**src/rtl/renkon_ctrl_pool_pkg.sv**
```systemverilog
// Shared constants and types for the renkon control chain: stage latencies,
// ctrl_bus field widths and the pooling FSM state encoding.
package renkon_ctrl_pool_pkg;

    localparam int D_RELU  = 1;
    localparam int D_POOL  = 3;
    localparam int DELAYW  = 8;

    typedef enum logic [1:0] {
        ST_IDLE   = 2'd0,
        ST_ACTIVE = 2'd1,
        ST_FLUSH  = 2'd2
    } pool_state_e;

    typedef struct packed {
        logic start;
        logic valid;
        logic stop;
    } ctrl_reg_t;

endpackage

```
**src/rtl/ctrl_bus.sv**
```systemverilog
// Control bus between renkon stages. Upstream raises start once per frame,
// valid once per pixel and stop with or after the last pixel; ready flows back.
interface ctrl_bus;
    import renkon_ctrl_pool_pkg::*;

    logic              start;
    logic              valid;
    logic              stop;
    logic              ready;
    logic [DELAYW-1:0] delay;

    modport master (output start, output valid, output stop, output delay, input ready);
    modport slave  (input start, input valid, input stop, input delay, output ready);
endinterface

```
**src/rtl/renkon_pool_pos.sv**
```systemverilog
// Raster position of counted pixels and the decode of each position into
// its role in a 2x2 stride-2 window.
module renkon_pool_pos #(
    parameter int SIZEW = 6
) (
    input  logic             clk,
    input  logic             xrst,
    input  logic             clr,
    input  logic             adv,
    input  logic [SIZEW-1:0] fea_size,
    output logic             is_hld,
    output logic             is_hmax,
    output logic             is_we,
    output logic             is_re,
    output logic [SIZEW-2:0] pair_idx
);
    logic [SIZEW-1:0] col;
    logic [SIZEW-1:0] row;
    logic [SIZEW-1:0] last;
    logic             col_wrap;
    logic             row_wrap;
    logic             row_ok;

    assign last     = fea_size - SIZEW'(1);
    assign col_wrap = (col == last);
    assign row_wrap = (row == last);

    always_ff @(posedge clk) begin
        if (xrst || clr) begin
            col <= '0;
            row <= '0;
        end else if (adv) begin
            if (col_wrap) begin
                col <= '0;
                row <= row_wrap ? '0 : row + SIZEW'(1);
            end else begin
                col <= col + SIZEW'(1);
            end
        end
    end

    // The unpaired last row of an odd-sized map never belongs to a window.
    assign row_ok   = !(fea_size[0] && row_wrap);
    assign is_hld   = ~col[0] & row_ok;
    assign is_hmax  =  col[0] & row_ok;
    assign is_we    =  col[0] & ~row[0] & row_ok;
    assign is_re    =  col[0] &  row[0] & row_ok;
    assign pair_idx = col[SIZEW-1:1];
endmodule

```
**src/rtl/renkon_ctrl_pool.sv**
```systemverilog
// Control stage for 2x2 stride-2 max pooling: sequences the pooling datapath
// and re-times start/valid/stop so valid fires once per completed window.
module renkon_ctrl_pool
    import renkon_ctrl_pool_pkg::*;
#(
    parameter int MAXSIZE = 32,
    parameter int SIZEW   = $clog2(MAXSIZE + 1)
) (
    input  logic             clk,
    input  logic             xrst,
    input  logic             _pool_en,
    input  logic [SIZEW-1:0] _fea_size,
    ctrl_bus.slave           in_ctrl,
    ctrl_bus.master          out_ctrl,
    output logic             pool_hld,
    output logic             pool_hmax,
    output logic             buf_we,
    output logic             buf_re,
    output logic [SIZEW-2:0] buf_addr,
    output logic             pool_oe,
    output pool_state_e      dbg_state
);
    localparam logic [DELAYW-1:0] DELAY_POOL = DELAYW'(D_POOL);
    localparam logic [DELAYW-1:0] DELAY_BYP  = DELAYW'(1);

    pool_state_e      state, state_nx;
    logic [1:0]       flush_cnt, flush_cnt_nx;
    logic [D_POOL-1:0] start_sr, stop_sr;
    logic             byp_valid_q;
    logic             win_valid_q;
    logic             counted, clr;
    logic             is_hld, is_hmax, is_we, is_re;
    logic [SIZEW-2:0] pair_idx;
    ctrl_reg_t        out_c;

    // A valid sharing its cycle with start belongs to no frame position.
    assign counted = _pool_en & in_ctrl.valid & (state == ST_ACTIVE) & ~in_ctrl.start;
    assign clr     = _pool_en & in_ctrl.start;

    renkon_pool_pos #(.SIZEW(SIZEW)) u_pos (
        .clk      (clk),
        .xrst     (xrst),
        .clr      (clr),
        .adv      (counted),
        .fea_size (_fea_size),
        .is_hld   (is_hld),
        .is_hmax  (is_hmax),
        .is_we    (is_we),
        .is_re    (is_re),
        .pair_idx (pair_idx)
    );

    assign pool_hld  = counted & is_hld;
    assign pool_hmax = counted & is_hmax;

    always_comb begin
        state_nx     = state;
        flush_cnt_nx = flush_cnt;
        if (!_pool_en) begin
            state_nx = ST_IDLE;
        end else if (in_ctrl.start) begin
            state_nx = ST_ACTIVE;
        end else begin
            case (state)
                ST_ACTIVE: if (in_ctrl.stop) begin
                    state_nx     = ST_FLUSH;
                    flush_cnt_nx = '0;
                end
                ST_FLUSH: begin
                    if (flush_cnt == 2'(D_POOL - 1)) state_nx = ST_IDLE;
                    else                             flush_cnt_nx = flush_cnt + 2'd1;
                end
                default: ;
            endcase
        end
    end

    always_ff @(posedge clk) begin
        if (xrst) begin
            state       <= ST_IDLE;
            flush_cnt   <= '0;
            buf_we      <= 1'b0;
            buf_re      <= 1'b0;
            buf_addr    <= '0;
            pool_oe     <= 1'b0;
            win_valid_q <= 1'b0;
            byp_valid_q <= 1'b0;
            start_sr    <= '0;
            stop_sr     <= '0;
        end else begin
            state       <= state_nx;
            flush_cnt   <= flush_cnt_nx;
            buf_we      <= counted & is_we;
            buf_re      <= counted & is_re;
            if (counted && (is_we || is_re)) buf_addr <= pair_idx;
            pool_oe     <= buf_re;
            win_valid_q <= pool_oe;
            byp_valid_q <= in_ctrl.valid;
            start_sr    <= {start_sr[D_POOL-2:0], in_ctrl.start};
            stop_sr     <= {stop_sr[D_POOL-2:0], in_ctrl.stop};
        end
    end

    always_comb begin
        out_c = '0;
        if (_pool_en) begin
            out_c.start = start_sr[D_POOL-1];
            out_c.valid = win_valid_q;
            out_c.stop  = stop_sr[D_POOL-1];
        end else begin
            out_c.start = start_sr[0];
            out_c.valid = byp_valid_q;
            out_c.stop  = stop_sr[0];
        end
    end

    assign out_ctrl.start = out_c.start;
    assign out_ctrl.valid = out_c.valid;
    assign out_ctrl.stop  = out_c.stop;
    assign out_ctrl.delay = in_ctrl.delay + (_pool_en ? DELAY_POOL : DELAY_BYP);
    assign in_ctrl.ready  = out_ctrl.ready;
    assign dbg_state      = state;
endmodule

```
**src/flat_wrapper.sv**
```systemverilog
// flat-port wrapper written by rule: the top's interface ports become plain ports
module renkon_ctrl_pool_flat import renkon_ctrl_pool_pkg::*;
#(
    parameter int MAXSIZE = 32,
    parameter int SIZEW   = $clog2(MAXSIZE + 1)
)
  (clk, xrst, _pool_en, _fea_size, pool_hld, pool_hmax, buf_we, buf_re, buf_addr, pool_oe, dbg_state, in_ctrl_start, in_ctrl_valid, in_ctrl_stop, in_ctrl_delay, in_ctrl_ready, out_ctrl_start, out_ctrl_valid, out_ctrl_stop, out_ctrl_delay, out_ctrl_ready);
  ctrl_bus in_ctrl_i ();
  ctrl_bus out_ctrl_i ();
  input  logic clk;
  input  logic xrst;
  input  logic _pool_en;
  input  logic [SIZEW-1:0] _fea_size;
  output logic pool_hld;
  output logic pool_hmax;
  output logic buf_we;
  output logic buf_re;
  output logic [SIZEW-2:0] buf_addr;
  output logic pool_oe;
  output pool_state_e dbg_state;
  input wire logic [$bits(in_ctrl_i.start)-1:0] in_ctrl_start;
  input wire logic [$bits(in_ctrl_i.valid)-1:0] in_ctrl_valid;
  input wire logic [$bits(in_ctrl_i.stop)-1:0] in_ctrl_stop;
  input wire logic [$bits(in_ctrl_i.delay)-1:0] in_ctrl_delay;
  output wire logic [$bits(in_ctrl_i.ready)-1:0] in_ctrl_ready;
  output wire logic [$bits(out_ctrl_i.start)-1:0] out_ctrl_start;
  output wire logic [$bits(out_ctrl_i.valid)-1:0] out_ctrl_valid;
  output wire logic [$bits(out_ctrl_i.stop)-1:0] out_ctrl_stop;
  output wire logic [$bits(out_ctrl_i.delay)-1:0] out_ctrl_delay;
  input wire logic [$bits(out_ctrl_i.ready)-1:0] out_ctrl_ready;
  assign in_ctrl_i.start = in_ctrl_start;
  assign in_ctrl_i.valid = in_ctrl_valid;
  assign in_ctrl_i.stop = in_ctrl_stop;
  assign in_ctrl_i.delay = in_ctrl_delay;
  assign in_ctrl_ready = in_ctrl_i.ready;
  assign out_ctrl_start = out_ctrl_i.start;
  assign out_ctrl_valid = out_ctrl_i.valid;
  assign out_ctrl_stop = out_ctrl_i.stop;
  assign out_ctrl_delay = out_ctrl_i.delay;
  assign out_ctrl_i.ready = out_ctrl_ready;
  renkon_ctrl_pool #(.MAXSIZE(MAXSIZE), .SIZEW(SIZEW)) u_core (.clk(clk), .xrst(xrst), ._pool_en(_pool_en), ._fea_size(_fea_size), .in_ctrl(in_ctrl_i), .out_ctrl(out_ctrl_i), .pool_hld(pool_hld), .pool_hmax(pool_hmax), .buf_we(buf_we), .buf_re(buf_re), .buf_addr(buf_addr), .pool_oe(pool_oe), .dbg_state(dbg_state));
endmodule
```
**config.mk**
```make
export PLATFORM = sky130hd
export DESIGN_NAME = renkon_ctrl_pool_flat
export DESIGN_NICKNAME = d
export VERILOG_FILES = /design/src/rtl/renkon_ctrl_pool_pkg.sv /design/src/rtl/ctrl_bus.sv /design/src/rtl/renkon_pool_pos.sv /design/src/rtl/renkon_ctrl_pool.sv /design/src/flat_wrapper.sv
export SDC_FILE = /design/constraint.sdc
export NUM_CORES = 1
export LEC_CHECK = 0
export BUFFER_PORTS_ARGS = -buffer_cell sky130_fd_sc_hd__buf_2
export CAP_MARGIN = 30
export CORE_MARGIN = 2
export CORE_UTILIZATION = 58
export CTS_CLUSTER_SIZE = 10
export DETAILED_ROUTE_END_ITERATION = 12
export GPL_TIMING_DRIVEN = 1
export PLACE_DENSITY_LB_ADDON = 0.12
export SETUP_SLACK_MARGIN = 0.5
export SLEW_MARGIN = 20
export SYNTH_ARGS = -nofsm -noshare
export SYNTH_HDL_FRONTEND = slang
export SYNTH_HIERARCHICAL = 1
export SYNTH_SLANG_ARGS = --single-unit
```
**constraint.sdc**
```tcl
create_clock -name clk -period 8.1 [get_ports clk]
set_clock_uncertainty 0.1 [all_clocks]
set_input_delay 0.81 -clock clk [delete_from_list [all_inputs] [get_ports clk]]
set_output_delay 0.81 -clock clk [all_outputs]
set_load 0.03 [all_outputs]
```
==> results.md <==
* Number of enable flip-flop cells after synthesis at 0
* RSZ-0062 raised after global routing: no
* Main flop type after synthesis: dfxtp_1
* Worst R2R Path Depth at 8
* Clock-pin slew on the worst setup and hold paths at 100 ps
* Lkg Pwr at 0.885 nW
* Sequential cell area fraction in the yosys report at 0.314
* Initial Util at 0.608
* Slew of the pin with the lowest slew margin at 581 ps
* NumNets Final at 291
* First-pass GRT wire length at 7030 µm
* Netlist cell types at 56
* CP peak stage delay at 490 ps
* Average via count per standard cell at 5.44
* CTS tree: done
* ANT nets after route at 0
* DP Worst Slack at 4330 ps
* CTS resizes at 0
* Relative slew slack at 0.610
* Number of synthesized register bits at 32
* Inst Count DP at 303
* Diode count at 0
* Fmax at 262 MHz
* Vias in the first global route at 1524
* Crit end category: primary output
* Layout area overhead at 11.5%
* Stages on worst setup path at 11
* Total GRT Usage at 0.219
* Final Cycle Share at 0.471
* Max Slew Vio Count at 0
* Worst Path Max Fanout at 8
* Slowest CP cell: o21ai_1
* Gpl congestion at 0.812
* Chip Width at 63.4 µm
* Setup violations, final at 0
* Count of buffers from port buffering at 42
* Syn Area/Cell at 8.88 µm²
* Post-CTS Setup Bufs at 0
* Max-Cap Viols at 0
* Cells taking the most area after synthesis: dfxtp_1 31%, xnor2_1 6.9%, nand2b_1 5.5%
* DIE HEIGHT at 63.4 µm
* Final hold slack at 349 ps
* Die ar. at 0.00401 mm²
* Detailed Route WL at 4100 µm
* WL per Instance at 13.2 µm
* CP Cell Sequence: buf_2, inv_1, ha_1, nor2b_1, a21oi_1, nor3_1, o21ai_1, nor2_1, a21oi_1, and2_1, buf_2
* Core area at 0.00336 mm²
* Row count at 21
* H-tree level count at 2
* Largest area contributor in the netlist: dfxtp_1
* Top cell type's share of synthesized area at 0.314
* YS warnings at 6
* I/O Pins at 45
* Placed wire-length estimate at 3030 µm
* Worst Hold Depth at 1
* Final Hold Fails at 0
* Vias at 1692
* Initial antenna violation count at 0
* Residual DRC at 0
* Peak VDD IR at 0.131 mV
* Initial DRC count at 83
* Async SR Flop Fraction at 0
* CTS Sinks at 32
* Fin worst setup slack at 4280 ps
* Fin crit period at 3820 ps
* Net Count, Synth at 257
* Hold crit path type: flip-flop to flip-flop
* Grt ovf at 0
* Crit Path Category: input pin to primary output
* Clock latency on the worst-skew pair at 330 ps
* Final Util at 0.677
* Num CTS Buffers at 5
* Power density cells at 136 mW/mm²
* CP Data Required Time at 7190 ps
* Largest net degree at the start of global routing at 30
* WP data arrival at 2910 ps
* Pre-antenna DRT Iters at 4
* Crit start category: input pin
* Fill cells at 304
* Mapped cell area at 0.00204 mm²
* Share of layout cells above drive strength 1 at 0.245
* CP Buf/Inv Count at 3
* Mapped Cells at 230
* CTS Buffer Depth at 2
* Worst path top cell family by delay: compound AO/OA/AOI/OAI gates
* Root Driver: clkbuf_4
* Fin Setup TNS at 0 ps
* Fin cells at 311
* Hold buffer count at CTS at 0
* Status: finished clean
-- synth_stat cells, types with 4 or more instances --
cell type and number:
ha_1 5, buf_4 7, inv_1 14, nand2b_1 18, nand4_1 5, nand2_1 7
xor2_1 5, nor3_1 5, o2111ai_1 4, nand3_1 12, or3_1 4, nor2_1 9
xnor2_1 16, nor2b_1 12, mux2i_1 6, a21oi_1 12, clkbuf_1 5, dfxtp_1 32
-- cells in the final DEF, fill, tap and decap left out, types with 2 or more instances in the layout --
| cell | count |
|---|---|
| mux2i_1 | 6 |
| clkbuf_4 | 5 |
| xnor2_1 | 16 |
| o21ai_1 | 2 |
| and2_1 | 3 |
| and3_1 | 2 |
| a21oi_1 | 12 |
| mux2_2 | 3 |
| o21ai_0 | 3 |
| nand4_1 | 5 |
| o211ai_1 | 3 |
| nand2_1 | 7 |
| nand3_1 | 12 |
| nor2b_1 | 12 |
| dfxtp_1 | 32 |
| nor2_1 | 9 |
| a31oi_1 | 2 |
| inv_1 | 14 |
| nand2b_1 | 18 |
| or3_1 | 4 |
| buf_2 | 42 |
| xor2_1 | 5 |
| or2_2 | 2 |
| and3b_1 | 2 |
| nor3_1 | 5 |
| o2111ai_1 | 4 |
| ha_1 | 5 |
-- through the flow --
step                      cell area [µm²]  total power [W]
after floorplan                      2040         0.000203
after global placement               2210         0.000216
after detailed placement             2210         0.000217
after CTS                            2280         0.000314
after global routing                 2280         0.000325
final                                2280         0.000310
-- final timing paths --
path                                          from  slack (ps)                              end
hold / removal        u_core/stop_sr[1]$_SDFF_PP0_         350     u_core/stop_sr[2]$_SDFF_PP0_
setup / recovery                      _fea_size[0]        4280                         pool_hld
setup reg to reg  u_core/u_pos/row[4]$_SDFFE_PP0P_        5370  u_core/buf_addr[0]$_SDFFE_PP0P_
hold reg to reg       u_core/stop_sr[1]$_SDFF_PP0_         350     u_core/stop_sr[2]$_SDFF_PP0_
-- where the power goes --
part / internal [W] / switching [W]
clock: 0.0000425 / 0.0000543
sequential: 0.000159 / 0.00000103
combinational: 0.0000201 / 0.0000332
-- logic make-up after synthesis --
logic type,synth area share
and+or+nand+nor,0.290
xor gates and xnor gates,0.101
AOI/OAI and AO/OA,0.133
adders and majority gates,0.0404
muxes,0.0459
DFF,0.314
buffers and inverters,0.0765
-- state kept, by name (all words and copies together), names as in the netlist --
name,cells
u_core/u_pos/col,6
u_core/u_pos/row,6
u_core/buf_addr,5
u_core/start_sr,3
u_core/stop_sr,3
u_core/dbg_state,2
u_core/flush_cnt,2
u_core/buf_re,1
u_core/buf_we,1
u_core/byp_valid_q,1
u_core/pool_oe,1
u_core/win_valid_q,1
-- cell type report --
| class | instances | area, µm² | area share |
|---|---|---|---|
| multi-input cells | 168 | 1250 | 0.547 |
| well taps | 46 | 57.6 | 0.0253 |
| clock buffers | 7 | 55.1 | 0.0242 |
| inverters | 14 | 52.6 | 0.0231 |
| clock inverters | 1 | 7.51 | 0.00330 |
| repair buffers | 43 | 218 | 0.0956 |
| flip-flops and latches | 32 | 641 | 0.281 |
-- layer usage --
metal	track usage	up-vias	wire [µm]
met1	0.306	749	2000
li1	-	866	-
met2	0.330	70	1730
met5	0	-	0
met3	0.0643	7	321
met4	0.0571	0	37
No activity file was read; power rests on OpenSTA's default activity.
